[config.mk]
export PLATFORM = sky130hd
export DESIGN_NAME = mem_arbiter
export DESIGN_NICKNAME = d
export VERILOG_FILES = /design/src/rtl/mem_arbiter.sv
export SDC_FILE = /design/constraint.sdc
export NUM_CORES = 1
export LEC_CHECK = 0
export CORE_ASPECT_RATIO = 1.4
export CORE_MARGIN = 1
export CORE_UTILIZATION = 40
export CTS_BUF_LIST = sky130_fd_sc_hd__clkbuf_8
export DETAILED_ROUTE_END_ITERATION = 8
export GPL_ROUTABILITY_DRIVEN = 0
export HOLD_SLACK_MARGIN = 0.15
export PLACE_DENSITY = 0.8
export SLEW_MARGIN = 10
export SYNTH_ARGS = -nofsm -noshare
export SYNTH_HDL_FRONTEND = slang
export SYNTH_SLANG_ARGS = --single-unit
[constraint.sdc]
create_clock -name clk -period 4.81 [get_ports clk]
set_clock_uncertainty 0.2 [all_clocks]
set_input_delay 0.481 -clock clk [delete_from_list [all_inputs] [get_ports clk]]
set_output_delay 0.481 -clock clk [all_outputs]
set_load 0.02 [all_outputs]
[src/rtl/mem_arbiter.sv]
// Two-requester arbiter for a single-ported, fixed-latency memory: an
// instruction-fetch read port (I) and a data read/write port (D), round-robin on ties.
module mem_arbiter #(
  parameter int MEM_LAT = 4
) (
  input  logic        clk,
  input  logic        rst_n,
  input  logic        i_req,
  input  logic [15:0] i_addr,
  output logic [15:0] i_rdata,
  output logic        i_done,
  input  logic        d_req,
  input  logic        d_wr,
  input  logic [15:0] d_addr,
  input  logic [15:0] d_wdata,
  output logic [15:0] d_rdata,
  output logic        d_done,
  output logic        mem_en,
  output logic        mem_wr,
  output logic [15:0] mem_addr,
  output logic [15:0] mem_wdata,
  input  logic [15:0] mem_rdata,
  output logic        busy
);

  typedef enum logic [1:0] {
    IDLE  = 2'd0,
    ISSUE = 2'd1,
    WAIT  = 2'd2,
    RESP  = 2'd3
  } state_t;

  localparam logic [3:0] LAST_CNT = 4'(MEM_LAT - 1);

  state_t      state_q, state_d;
  logic        owner_is_d_q, owner_is_d_d;
  logic        last_d_q, last_d_d;
  logic [3:0]  cnt_q, cnt_d;
  logic        mem_en_q, mem_en_d;
  logic        mem_wr_q, mem_wr_d;
  logic [15:0] mem_addr_q, mem_addr_d;
  logic [15:0] mem_wdata_q, mem_wdata_d;
  logic [15:0] i_rdata_q, i_rdata_d;
  logic [15:0] d_rdata_q, d_rdata_d;
  logic        i_done_q, i_done_d;
  logic        d_done_q, d_done_d;
  logic        busy_q, busy_d;

  // Next-state, grant and registered-output computation
  always_comb begin
    state_d      = state_q;
    owner_is_d_d = owner_is_d_q;
    last_d_d     = last_d_q;
    cnt_d        = cnt_q;
    mem_en_d     = 1'b0;
    mem_wr_d     = mem_wr_q;
    mem_addr_d   = mem_addr_q;
    mem_wdata_d  = mem_wdata_q;
    i_rdata_d    = i_rdata_q;
    d_rdata_d    = d_rdata_q;
    i_done_d     = 1'b0;
    d_done_d     = 1'b0;

    case (state_q)
      IDLE: begin
        // On a tie D wins only if I was served last
        if (d_req && (!i_req || !last_d_q)) begin
          owner_is_d_d = 1'b1;
          last_d_d     = 1'b1;
          mem_en_d     = 1'b1;
          mem_wr_d     = d_wr;
          mem_addr_d   = d_addr;
          mem_wdata_d  = d_wdata;
          state_d      = ISSUE;
        end else if (i_req) begin
          owner_is_d_d = 1'b0;
          last_d_d     = 1'b0;
          mem_en_d     = 1'b1;
          mem_wr_d     = 1'b0;
          mem_addr_d   = i_addr;
          mem_wdata_d  = 16'h0000;
          state_d      = ISSUE;
        end else begin
          state_d = IDLE;
        end
      end
      ISSUE: begin
        if (mem_wr_q) begin
          d_done_d = 1'b1;
          state_d  = RESP;
        end else begin
          cnt_d   = 4'd0;
          state_d = WAIT;
        end
      end
      WAIT: begin
        cnt_d = cnt_q + 4'd1;
        if (cnt_q == LAST_CNT) begin
          state_d = RESP;
          if (owner_is_d_q) begin
            d_rdata_d = mem_rdata;
            d_done_d  = 1'b1;
          end else begin
            i_rdata_d = mem_rdata;
            i_done_d  = 1'b1;
          end
        end else begin
          state_d = WAIT;
        end
      end
      RESP: begin
        state_d = IDLE;
      end
      default: begin
        state_d = IDLE;
      end
    endcase

    busy_d = (state_d != IDLE);
  end

  // State and output registers with synchronous active-low reset
  always_ff @(posedge clk) begin
    if (!rst_n) begin
      state_q      <= IDLE;
      owner_is_d_q <= 1'b0;
      last_d_q     <= 1'b0;
      cnt_q        <= 4'd0;
      mem_en_q     <= 1'b0;
      mem_wr_q     <= 1'b0;
      mem_addr_q   <= 16'h0000;
      mem_wdata_q  <= 16'h0000;
      i_rdata_q    <= 16'h0000;
      d_rdata_q    <= 16'h0000;
      i_done_q     <= 1'b0;
      d_done_q     <= 1'b0;
      busy_q       <= 1'b0;
    end else begin
      state_q      <= state_d;
      owner_is_d_q <= owner_is_d_d;
      last_d_q     <= last_d_d;
      cnt_q        <= cnt_d;
      mem_en_q     <= mem_en_d;
      mem_wr_q     <= mem_wr_d;
      mem_addr_q   <= mem_addr_d;
      mem_wdata_q  <= mem_wdata_d;
      i_rdata_q    <= i_rdata_d;
      d_rdata_q    <= d_rdata_d;
      i_done_q     <= i_done_d;
      d_done_q     <= d_done_d;
      busy_q       <= busy_d;
    end
  end

  assign mem_en    = mem_en_q;
  assign mem_wr    = mem_wr_q;
  assign mem_addr  = mem_addr_q;
  assign mem_wdata = mem_wdata_q;
  assign i_rdata   = i_rdata_q;
  assign d_rdata   = d_rdata_q;
  assign i_done    = i_done_q;
  assign d_done    = d_done_q;
  assign busy      = busy_q;

endmodule

Word level (Yosys, flattened, before mapping)
Index checks and enable logic that the tools add are counted.
{"block": "word_totals", "reg_bits": 76}
{"block": "classes", "addsub": 1, "eq_ne": 5, "n_mux": 21, "bitwise_logic": 1, "reduce_logical": 14}
{"cell": "16-bit 2-to-1 mux", "n": 4}
{"cell": "1-bit 2-to-1 mux", "n": 13}
{"cell": "3-bit AND reduction", "n": 3}
{"cell": "2-bit case mux with 4 select lines", "n": 1}
{"cell": "4-bit case mux with 2 select lines", "n": 1}
{"cell": "2-bit AND reduction", "n": 3}
{"cell": "2-bit nonzero test", "n": 3}
{"cell": "4-bit by 1-bit adder with 4-bit output (second input constant)", "n": 1}
{"cell": "2-bit equality test (second input constant)", "n": 2}
{"cell": "4-bit by 2-bit equality test with 1-bit output (second input constant)", "n": 1}
{"cell": "4-bit 2-to-1 mux", "n": 1}
{"cell": "2-bit by 1-bit equality test with 1-bit output (second input constant)", "n": 1}
{"cell": "1-bit zero test", "n": 2}
{"cell": "2-bit zero test", "n": 1}
{"cell": "2-bit inequality test (second input constant)", "n": 1}
{"cell": "1-bit case mux with 2 select lines", "n": 1}
{"cell": "1-bit logical AND", "n": 1}
{"cell": "1-bit logical OR", "n": 1}
{"cell": "1-bit inverter", "n": 1}

Longest topological paths before layout
{"block": "depth", "depth_word": 6, "depth_mapped": 7}

Worst setup path after synthesis
OpenSTA, ideal clock, no wires.
{"block": "synth_path", "path_type": "register -> register", "startpoint": "reg state_q[0]", "endpoint": "reg i_rdata_q[10], in the netlist i_rdata[10]", "t_arrival_ns": 1.497, "required_time_ns": 4.538, "setup_slack_ns": 3.041, "path_stages_with_launch": 7, "n_path_buf": 1, "cell_sequence": "dfxtp_1 > inv_1 > ha_1 > nand4bb_2 > nor2_2 > buf_6 > mux2i_1"}
{"block": "synth_between", "elab_chain_len": 2}
{"element": "from (decl)", "line_no": "35", "source": "state_t state_q, state_d;"}
{"element": "from (signal assigned)", "line_no": "139", "source": "state_q <= state_d;"}
{"element": "2-bit equality test", "line_no": "64", "source": "case (state_q)"}
{"element": "3-bit AND reduction (no source line)"}
{"element": "to (signal assigned)", "line_no": "147", "source": "i_rdata_q <= i_rdata_d;"}
{"element": "to (decl)", "line_no": "43", "source": "logic [15:0] i_rdata_q, i_rdata_d;"}
Every way passes these cells.
A chain may end at the register's enable or synchronous reset.

Final worst setup path
{"block": "layout_path", "startpoint": "in i_req", "endpoint": "reg mem_wdata_q[9], in the netlist mem_wdata[9]"}
{"block": "layout_between", "elab_chain_len": 5, "elab_cells_between_ends": 6}
{"element": "from (decl)", "line_no": "8", "source": "input logic i_req,"}
{"element": "1-bit zero test", "line_no": "67", "source": "if (d_req && (!i_req || !last_d_q)) begin"}
{"element": "1-bit logical OR", "line_no": "67"}
{"element": "1-bit logical AND", "line_no": "67"}
{"element": "2-bit nonzero test (no source line)"}
{"element": "2-bit AND reduction (no source line)"}
{"element": "to (signal assigned)", "line_no": "146", "source": "mem_wdata_q <= mem_wdata_d;"}
{"element": "to (decl)", "line_no": "42", "source": "logic [15:0] mem_wdata_q, mem_wdata_d;"}
Several ways; a longest one is shown, not always the timed one.

==> results.sh <==
export IMPL_yosysWarnings=0
export IMPL_syn_to_final_growth_pct=54.9
export IMPL_fill_cells=576
export IMPL_synth_cell_types=34
export IMPL_worstPathRequired_ns=4.84
export IMPL_hold_class="flop to flop"
export IMPL_fmax_ghz=0.407
export IMPL_fin_setup_tns_ns=0
export IMPL_setup_violations=0
export IMPL_initial_utilization=0.417
export IMPL_die_h_um=103
export IMPL_peakVddDrop_uv=249
export IMPL_portBuffers=137
export IMPL_io_pins=138
export IMPL_grt_pass1_vias=2595
export IMPL_slew_headroom=0.280
export IMPL_dpl_hpwl_um=4970
export IMPL_cts_setup_buffers=0
export IMPL_drv_cap=0
export IMPL_track_usage=0.195
export IMPL_cts_num_sinks=76
export IMPL_grt_max_degree=71
export IMPL_stdcell_count=533
export IMPL_routedWlPerCell_um=13.5
export IMPL_grt_pass1_wl_um=11400
export IMPL_drc=0
export IMPL_dr_first_iter_drc_count=57
export IMPL_htreeDepth=3
export IMPL_antenna_found_initial=0
export IMPL_cts_buffers=9
export IMPL_cts_max_path_buffers=2
export IMPL_dieWidth_um=74.1
export IMPL_pwr_density_cell_nw_per_um2=367
export IMPL_core_um2=6980
export IMPL_finalCriticalPeriod_ns=2.46
export IMPL_root_buffer="clkbuf_8"
export IMPL_p_leak_nw=1.79
export IMPL_cts_resized=0
export IMPL_cts_tree="yes"
export IMPL_vias=2639
export IMPL_multiInputGateArea_um2=1270
export IMPL_place_inst=517
export IMPL_synth_fp_nets=378
export IMPL_insertion_delay_ns=0.35
export IMPL_slew_viol_final=0
export IMPL_crit_arrival_ns=2.49
export IMPL_dr_pass1_iters=4
export IMPL_path_clk_slew_ns=0.07
export IMPL_antenna_left=0
export IMPL_hold_viol=0
export IMPL_ys_seq_area_frac=0.522
export IMPL_avgSynthCellArea_um2=9.59
export IMPL_critPathKind="input port to flop"
export IMPL_outcome="completed"
export IMPL_num_nets_final=507
export IMPL_syn_area_um2=2910
export IMPL_worst_pin_slew_ns=1.08
export IMPL_rsz0062_at_grt="false"
export IMPL_drt_wl_total_um=7200
export IMPL_die_area_um2=7640
export IMPL_synthTopCellsByArea="dfxtp_1 (52%), mux2i_1 (11%), nand2_1 (11%)"
export IMPL_regArea_um2=1520
export IMPL_ys_ff_latch=76
export IMPL_yosys_area_top_type="dfxtp_1"
export IMPL_critPathCaptureType="flop"
export IMPL_cts_hold_buf=0
export IMPL_startpoint_type="input port"
export IMPL_period_share=0.511
export IMPL_viasPerCell=4.95
export IMPL_drive_above_1_share=0.0502
export IMPL_synth_top_area_frac=0.522
export IMPL_critPathMaxFanout=34
export IMPL_synthCells=304
export IMPL_grt_ovfl_total=0
export IMPL_num_antenna_cells=0
export IMPL_num_rows=36
==> synth_stat cells <==
cell,n
buf_1,2
nand2_1,84
nor2_2,2
a2bb2oi_1,1
o21ai_0,17
o21a_1,2
and2_1,3
a21oi_1,7
or2_1,1
nor2_1,1
clkbuf_1,9
nand3_1,2
a22oi_1,1
ha_1,5
a21boi_1,1
a311oi_1,1
a21boi_0,1
a21bo_2,1
and3_1,1
a21bo_1,1
buf_12,1
nand4bb_2,1
buf_2,6
dfxtp_1,76
inv_1,4
nor3_1,1
nor2b_1,1
mux2i_1,32
buf_6,2
a21boi_2,1
a22o_1,17
a31oi_1,16
nand3b_1,1
nand4b_1,2
==> state kept, by name, summed over array words and instances (netlist names) <==
signal	cells
d_rdata	16
i_rdata	16
mem_addr	16
mem_wdata	16
cnt_q	4
state_q	2
busy	1
d_done	1
i_done	1
last_d_q	1
mem_en	1
mem_wr	1
==> critical path, cell delays in order <==
cell	delay, ns
clkdlybuf4s50_1	0.60
o21a_1	0.80
nor2_2	0.32
a22o_1	0.28
==> per-stage QoR <==
stage / hold slack [ns] / utilization / worst slack [ns] / power [W] / area, µm²
5_1_grt: 0.280 / 0.647 / 2.17 / 0.00173 / 4510
2_1_floorplan: 0.244 / - / 3.04 / 0.000950 / 2910
3_3_place_gp: 0.242 / 0.615 / 2.10 / 0.00113 / 4290
4_1_cts: 0.262 / 0.646 / 2.37 / 0.00167 / 4510
3_5_place_dp: 0.247 / 0.615 / 2.03 / 0.00114 / 4290
6_report: 0.258 / 0.647 / 2.35 / 0.00166 / 4510
==> per-layer routing <==
layer	GRT usage	vias up	part of all wire
met5	0	-	0
met4	0.0858	0	0.017
met3	0.0606	11	0.077
met2	0.336	109	0.50
met1	0.218	1209	0.41
li1	-	1310	-
==> cells by family after synthesis <==
group | count (synthesis) | synth area share
simple gates | 100 | 0.146
flops | 76 | 0.522
compound gates | 67 | 0.156
mux | 32 | 0.110
buf+inv | 24 | 0.0442
fa+ha+maj | 5 | 0.0215
==> cells in the final DEF (no fill, tap or decap), types with 2 or more instances in the layout <==
master	count
ha_1	5
a31oi_1	16
nor2_2	2
inv_1	6
nand2_1	84
bufinv_16	2
a22o_1	17
clkbuf_8	10
o21ai_0	17
o21a_1	2
nand3_1	2
dfxtp_1	76
clkdlybuf4s50_1	136
mux2i_1	32
a21oi_1	6
nand4b_1	2
and2_1	3
==> layout make-up <==
class,count,share of cell area
timing repair buffer,138,0.304
multi-input combinational,204,0.281
sequential,76,0.337
inverter,4,0.00333
tap,95,0.0263
clock inverter,6,0.0177
clock buffer,10,0.0305
==> report_power, final <==
group | leakage [nW] | internal (W) | switching [W]
sequential | 0.619 | 0.000689 | 0.0000348
clock | 0.115 | 0.000302 | 0.000224
combinational | 1.05 | 0.000197 | 0.000210
total | 1.79 | 0.00119 | 0.000469
==> path summary, 6_finish.rpt <==
kind                                start                        end  slack (ns)  cells after the start
setup / recovery                    i_req  mem_wdata[9]$_SDFFE_PN0P_        2.35                      4
hold / removal    i_rdata[5]$_SDFFE_PN0P_    i_rdata[5]$_SDFFE_PN0P_        0.26                      2
setup reg to reg    state_q[0]$_SDFF_PN0_  mem_wdata[9]$_SDFFE_PN0P_        2.42                      5
hold reg to reg   i_rdata[5]$_SDFFE_PN0P_    i_rdata[5]$_SDFFE_PN0P_        0.26                      2
Power figures use the tool's default switching activity.
